--- config.mk ---
export PLATFORM = sky130hd
export DESIGN_NAME = pipe_stage_elastic
export DESIGN_NICKNAME = d
export VERILOG_FILES = /design/src/rtl/pipe_stage_elastic.sv
export SDC_FILE = /design/constraint.sdc
export NUM_CORES = 1
export LEC_CHECK = 0
export BUFFER_PORTS_ARGS = -buffer_cell sky130_fd_sc_hd__buf_2
export CELL_PAD_IN_SITES_DETAIL_PLACEMENT = 1
export CELL_PAD_IN_SITES_GLOBAL_PLACEMENT = 1
export CORE_AREA = 2 2 127 129
export DETAILED_ROUTE_END_ITERATION = 8
export DIE_AREA = 0 0 129 131
export PLACE_DENSITY = 0.85
export SLEW_MARGIN = 20
export SYNTH_ARGS = -nofsm -noshare
export SYNTH_HDL_FRONTEND = slang
export SYNTH_SLANG_ARGS = --single-unit
--- constraint.sdc ---
create_clock -name clk -period 6.9 [get_ports clk]
set_input_delay 1.035 -clock clk [delete_from_list [all_inputs] [get_ports clk]]
set_output_delay 1.035 -clock clk [all_outputs]
set_load 0.03 [all_outputs]
--- src/rtl/pipe_stage_elastic.sv ---
// Elastic pipeline register: DEPTH-entry circular buffer with a valid/ready
// handshake, synchronous flush and a saturating count of flushed entries.
module pipe_stage_elastic #(
    parameter int WIDTH    = 72,
    parameter int DEPTH    = 2,
    parameter int AFULL_TH = DEPTH - 1,
    parameter int CNTW     = 16
) (
    input  logic                   clk,
    input  logic                   reset,
    input  logic                   flush,
    input  logic                   in_valid,
    output logic                   in_ready,
    input  logic [WIDTH-1:0]       in_data,
    output logic                   out_valid,
    input  logic                   out_ready,
    output logic [WIDTH-1:0]       out_data,
    output logic [$clog2(DEPTH):0] count,
    output logic                   almost_full,
    output logic [CNTW-1:0]        drop_cnt
);
    localparam int PW = $clog2(DEPTH);
    localparam int CW = PW + 1;
    localparam int SW = ((CNTW > CW) ? CNTW : CW) + 1;
    localparam logic [CW-1:0] DEPTH_C  = CW'(DEPTH);
    localparam logic [CW-1:0] AFULL_C  = CW'(AFULL_TH);
    localparam logic [SW-1:0] DROP_MAX = SW'({CNTW{1'b1}});

    logic [WIDTH-1:0] mem [DEPTH];
    logic [PW-1:0]    rd_ptr;
    logic [PW-1:0]    wr_ptr;
    logic             push;
    logic             pop;

    // Sum is formed wide enough that neither operand can wrap before clamping.
    function automatic logic [CNTW-1:0] sat_add(input logic [CNTW-1:0] acc,
                                                input logic [CW-1:0]   inc);
        logic [SW-1:0] sum;
        sum = SW'(acc) + SW'(inc);
        return (sum > DROP_MAX) ? {CNTW{1'b1}} : sum[CNTW-1:0];
    endfunction

    assign in_ready    = (count < DEPTH_C);
    assign out_valid   = (count != '0);
    assign almost_full = (count >= AFULL_C);
    assign push        = in_valid & in_ready & ~flush;
    assign pop         = out_valid & out_ready & ~flush;
    assign out_data    = out_valid ? mem[rd_ptr] : '0;

    always_ff @(posedge clk or posedge reset) begin
        if (reset) begin
            rd_ptr   <= '0;
            wr_ptr   <= '0;
            count    <= '0;
            drop_cnt <= '0;
        end else if (flush) begin
            // An empty buffer has nothing to discard, so leave everything as is.
            if (count != '0) begin
                rd_ptr   <= '0;
                wr_ptr   <= '0;
                count    <= '0;
                drop_cnt <= sat_add(drop_cnt, count);
            end
        end else begin
            if (push)
                wr_ptr <= wr_ptr + PW'(1);
            if (pop)
                rd_ptr <= rd_ptr + PW'(1);
            case ({push, pop})
                2'b10:   count <= count + CW'(1);
                2'b01:   count <= count - CW'(1);
                default: ;
            endcase
        end
    end

    // Payload storage carries no reset; pointers and count define what is live.
    always_ff @(posedge clk) begin
        if (push)
            mem[wr_ptr] <= in_data;
    end

`ifndef SYNTHESIS
    count_in_range: assert property (@(posedge clk) disable iff (reset)
        count <= DEPTH_C);

    head_stable: assert property (@(posedge clk) disable iff (reset)
        (out_valid && !out_ready && !flush) |=> (out_valid && $stable(out_data)));
`endif

endmodule

# Yosys cells after proc, flatten, opt, wreduce, memory -nomap -nowiden
# Memories as Yosys holds them, arrays and structs flattened.
# Cells that the tools add are included.
# word_totals
n_memories	1
ramBits	144
reg_bits	20
out_inout_bits	93
# memory_table
name	depth	word_bits	rd	rd_ports_with_merged_regs	write_ports	line	source
mem	2	72	1	0	1	29	logic [WIDTH-1:0] mem [DEPTH];
# op_classes
eq_ne	3
n_reduce_logical	8
bitwise_logic	5
add_sub_neg	5
mux	12
magnitude_cmp	3
# op_table
operator	n
72-bit 2-to-1 mux	1
16-bit by 2-bit adder with 17-bit output	1
17-bit by 16-bit > comparator with 1-bit output, second input constant	1
16-bit 2-to-1 mux	1
2-bit AND reduction	4
1-bit 2-to-1 mux	7
2-bit nonzero test	3
1-bit AND	4
2-bit 2-to-1 mux	2
2-bit one-hot mux with 2 select lines	1
3-bit nonzero test	1
1-bit adder, second input constant	2
2-bit by 1-bit adder with 2-bit output, second input constant	1
2-bit by 1-bit == test with 1-bit output, second input constant	1
2-bit == test, second input constant	1
2-bit by 1-bit >= comparator with 1-bit output, second input constant	1
2-bit less-than comparator, second input constant	1
2-bit by 1-bit != test with 1-bit output, second input constant	1
2-bit by 1-bit subtractor with 2-bit output, second input constant	1
1-bit inverter	1

# Logic depth before layout (Yosys ltp)
# depth
ltp_word	6
ltp_mapped	7

# Least setup slack after synthesis
# No wires, ideal clock.
# synth_path
path_kind	input to register
start	input port in_valid
end	memory mem[0][0] (enable)
path_slack_ns	0.173
path_stages	3
arrival_time_ns	6.136
cell_sequence	nand2b_1 clkbuf_1 nor3_1
# synth_between
elab_chain_len	4
# synth_rtl
item	line	source
start, declared	12	input logic in_valid,
1-bit AND (2 in series)	46	assign push = in_valid & in_ready & ~flush;
1-bit 2-to-1 mux	79	if (push)
1-bit 2-to-1 mux (implied by the code)	80	mem[wr_ptr] <= in_data;
end, declared	29	
# Every way passes these cells.

# Final worst setup path
# layout_path
start	register rd_ptr
end	output port out_data[47]
# layout_between
elab_chain_len	2
# layout_rtl
item	line	source
start, declared	30	logic [PW-1:0] rd_ptr;
start signal, assigned	68	rd_ptr <= rd_ptr + PW'(1);
memory read 2 x 72 bit	n/a	
72-bit 2-to-1 mux	48	assign out_data = out_valid ? mem[rd_ptr] : '0;
end, declared	17	output logic [WIDTH-1:0] out_data,
# Every way passes these cells.

==> results.ini <==
[worst_setup_path]
timing.critical_path.arrival_ns=2.57
critical_path.max_fanout=52
worst-endpoint-required_ns=5.86
reg_to_reg_setup_timing_slack_ns=4.34
reg2regPathDepth=7
worstSetupEndpoint=out_data[47]
path_class=reg -> out
r2r_start=count[1]$_DFFE_PP0P_
endpoint_kind=output pin
worst_setup_path_startpoint=rd_ptr$_DFFE_PP0P_
crit-reg2reg-capture=drop_cnt[15]$_DFFE_PP0P_
setup.worst_path.start_class=flop

[drt]
drt-initial-drc-count=232
routed_wl_mm=15.3
post_drt_wl_per_cell_um=18.5
vias_per_cell=5.04
drt_pass1_iterations=5
via_count=4170
route.antenna.remaining_nets=0
post-route-drc-count=0

[finish]
nets=681
final_util_pct=52.7
register_area_um2=4830
area.growth.synth_to_final_pct=25.4
stdcell_area_um2=8220
antenna_cells=0
drive_gt1_share_pct=34.8
multi_input_comb_area_um2=1610
filler_cell_count=1561

[yosys]
synth_cells=428
synth_top_family_by_area=multiplexers
synth_fa_ha_area_share_pct=1.07
yosys.area_share.simple_pct=7.65
synth_nets=510
seq_area_frac_synth_pct=73.6
number_of_flops_mapped_to_enable_cells_by_yosys=144
synth-compound-area-share_pct=3.34
muxShareOfSynthArea_pct=12.1
syn_area_per_cell_um2=15.3
netlist-cell-type-count=38
synth_top_flop_cell=edfxtp_1
synth_seq_cells=164
netlist_area_um2=6560
synthesis.yosys.warnings=0
async_set_or_reset_register_ratio_after_synthesis_pct=12.2
synth-xor-area-share_pct=0.267

[clock_tree]
clock_sinks=164
cts_max_path_buffers=2
cts.root.buffer_cell=clkbuf_16
hold_buf_count_cts=0
clk_pin_slew_worst_paths_ns=0.07
postCtsResizedCells=0
cts-buffers-inserted=17
clock_latency_at_the_later_pin_of_the_worst_skew_pair_ns=0.43
post_cts.repair.setup_buffers=0
cts_tree=yes
h-tree-depth=4

[grt]
grt_max_degree=81
antenna_found_initial=0
track_usage_pct=18.7
grt_pass1_vias=4453
globalRouteOverflowTotal=0
grt_first_pass_wirelength_mm=23.5

[timing]
setup_slack_ns=3.29
total_neg_setup_slack_ns=0
grt_setup_unrepaired=false
layout_min_cycle_time_ns=3.61
max_freq_mhz=277
clock-skew-final_ns=0.0120
final_min_period_over_clock_period_pct=52.3
worst_slew_margin_pct=31.2
finalMaxSlewViolations=0
total_of_endpoints_with_negative_setup_slack_in_the_final_report=0
transition_time_at_the_pin_with_the_least_slew_margin_ns=1.03
report.final.hold_viol_count=0

[power_and_ir_drop]
ir_worst_vdd_uv=269
power_per_cell_area_nw_per_um2=444
leakagePower_uw=0.00330

[hold_path]
worst_hold_path_type=reg -> reg

[die]
site_rows=46
die_width_um=129
effective_utilization_at_floorplan_pct=42.1
dieArea_um2=16900
boundaryPins=170
fp.coreArea_um2=15600
die_h_um=131

[job]
max_cap_violations=0

[status]
outcome=finished clean

[placement]
pre_cts_ws_ns=3.76
routabilityCongestion=0.793
postPlaceCellArea_um2=7620
io_buffer_count=169
hpwl_after_detailed_placement_mm=9.93

## critical path, stage by stage, from the launching register on
cell	delay [ns]
dfrtp_4	0.68
buf_4	0.76
mux2i_1	0.34
nor2_1	0.07
buf_2	0.22
## worst min-delay path by stage
stage                             startpoint                        to  slack (ns)  cells past startpoint
CTS                 drop_cnt[11]$_DFFE_PP0P_  drop_cnt[11]$_DFFE_PP0P_        0.50                      1
floorplan                 wr_ptr$_DFFE_PP0P_        wr_ptr$_DFFE_PP0P_        0.53                      2
global placement    drop_cnt[13]$_DFFE_PP0P_  drop_cnt[13]$_DFFE_PP0P_        0.47                      1
detailed placement  drop_cnt[11]$_DFFE_PP0P_  drop_cnt[11]$_DFFE_PP0P_        0.49                      1
global route        drop_cnt[11]$_DFFE_PP0P_  drop_cnt[11]$_DFFE_PP0P_        0.52                      1
finish              drop_cnt[11]$_DFFE_PP0P_  drop_cnt[11]$_DFFE_PP0P_        0.50                      1
## final cells by class
cell class,count,share of cell area (%)
clock buffers,18,5.22
clock inverters,14,2.05
inverters,10,0.457
multi-input cells,233,19.6
flip-flops and latches,164,58.7
well taps,216,3.29
repair buffers,173,10.7
## synthesized netlist by cell type (2+ instances only)
master | instances | area, um^2
a211oi_1 | 2 | 15.0
a21boi_0 | 2 | 15.0
a21oi_1 | 17 | 85.1
a31oi_1 | 3 | 18.8
a41oi_1 | 3 | 26.3
and4_1 | 2 | 17.5
buf_2 | 10 | 50.1
clkbuf_1 | 9 | 33.8
dfrtp_1 | 20 | 500
edfxtp_1 | 144 | 4320
ha_1 | 4 | 50.1
inv_1 | 10 | 37.5
mux2i_1 | 77 | 771
nand2_1 | 6 | 22.5
nand2b_1 | 2 | 12.5
nand3_1 | 7 | 35.0
nand3b_1 | 2 | 15.0
nor2_1 | 77 | 289
nor2b_1 | 2 | 12.5
nor3_1 | 6 | 30.0
o21ai_0 | 5 | 25.0
xor2_1 | 2 | 17.5
## registers in the layout, summed over array words and instances (netlist names)
| name | count |
|---|---|
| count | 2 |
| drop_cnt | 16 |
| mem | 144 |
| rd_ptr | 1 |
| wr_ptr | 1 |
## cells by family after synthesis
logic type                 Yosys count
AOI/OAI and AO/OA                   35
xor gates and xnor gates             2
adders and majority gates            5
buffers and inverters               31
DFF                                164
muxes                               79
and+or+nand+nor                    112
## layout by cell type, fill, tap and decap left out, types with 2 or more instances in the layout
master,netlist,final
bufinv_16,0,2
inv_6,0,4
buf_2,10,169
a21oi_1,17,17
a211oi_1,2,2
nor3_1,6,5
mux2i_1,77,77
nor2_1,77,77
a41oi_1,3,3
nand3_1,7,7
a21boi_0,2,2
clkinv_4,0,4
dfrtp_1,20,19
and4_1,2,2
a31oi_1,3,3
nand2b_1,2,2
nand3b_1,2,2
xor2_1,2,2
o21ai_0,5,5
nand2_1,6,6
ha_1,4,3
edfxtp_1,144,144
buf_4,1,4
nor2b_1,2,2
clkbuf_16,0,17
inv_8,0,3
inv_1,10,10
## metrics by stage
| stage | hold WS (ns) | cells | total power, uW |
|---|---|---|---|
| after global routing | 0.521 | 828 | 3830 |
| after floorplan | 0.534 | 428 | 2310 |
| final | 0.504 | 828 | 3650 |
| after detailed placement | 0.495 | 796 | 2730 |
| after CTS | 0.503 | 828 | 3700 |
| after global placement | 0.466 | 796 | 2670 |
## power breakdown
part           switching, uW  internal [uW]
sequential               106           1230
combinational            964            391
clock                    414            547
total                   1480           2170
## layer usage
metal  wire length, um  vias to the layer above  global-route usage [%]
li1                  -                     1930                       -
met1              5910                     2093                    20.7
met2              8130                      122                    32.6
met3               985                       25                    7.61
met4               291                        0                    6.78
met5                 0                        -                       0
(Power assumes the default switching activity.)
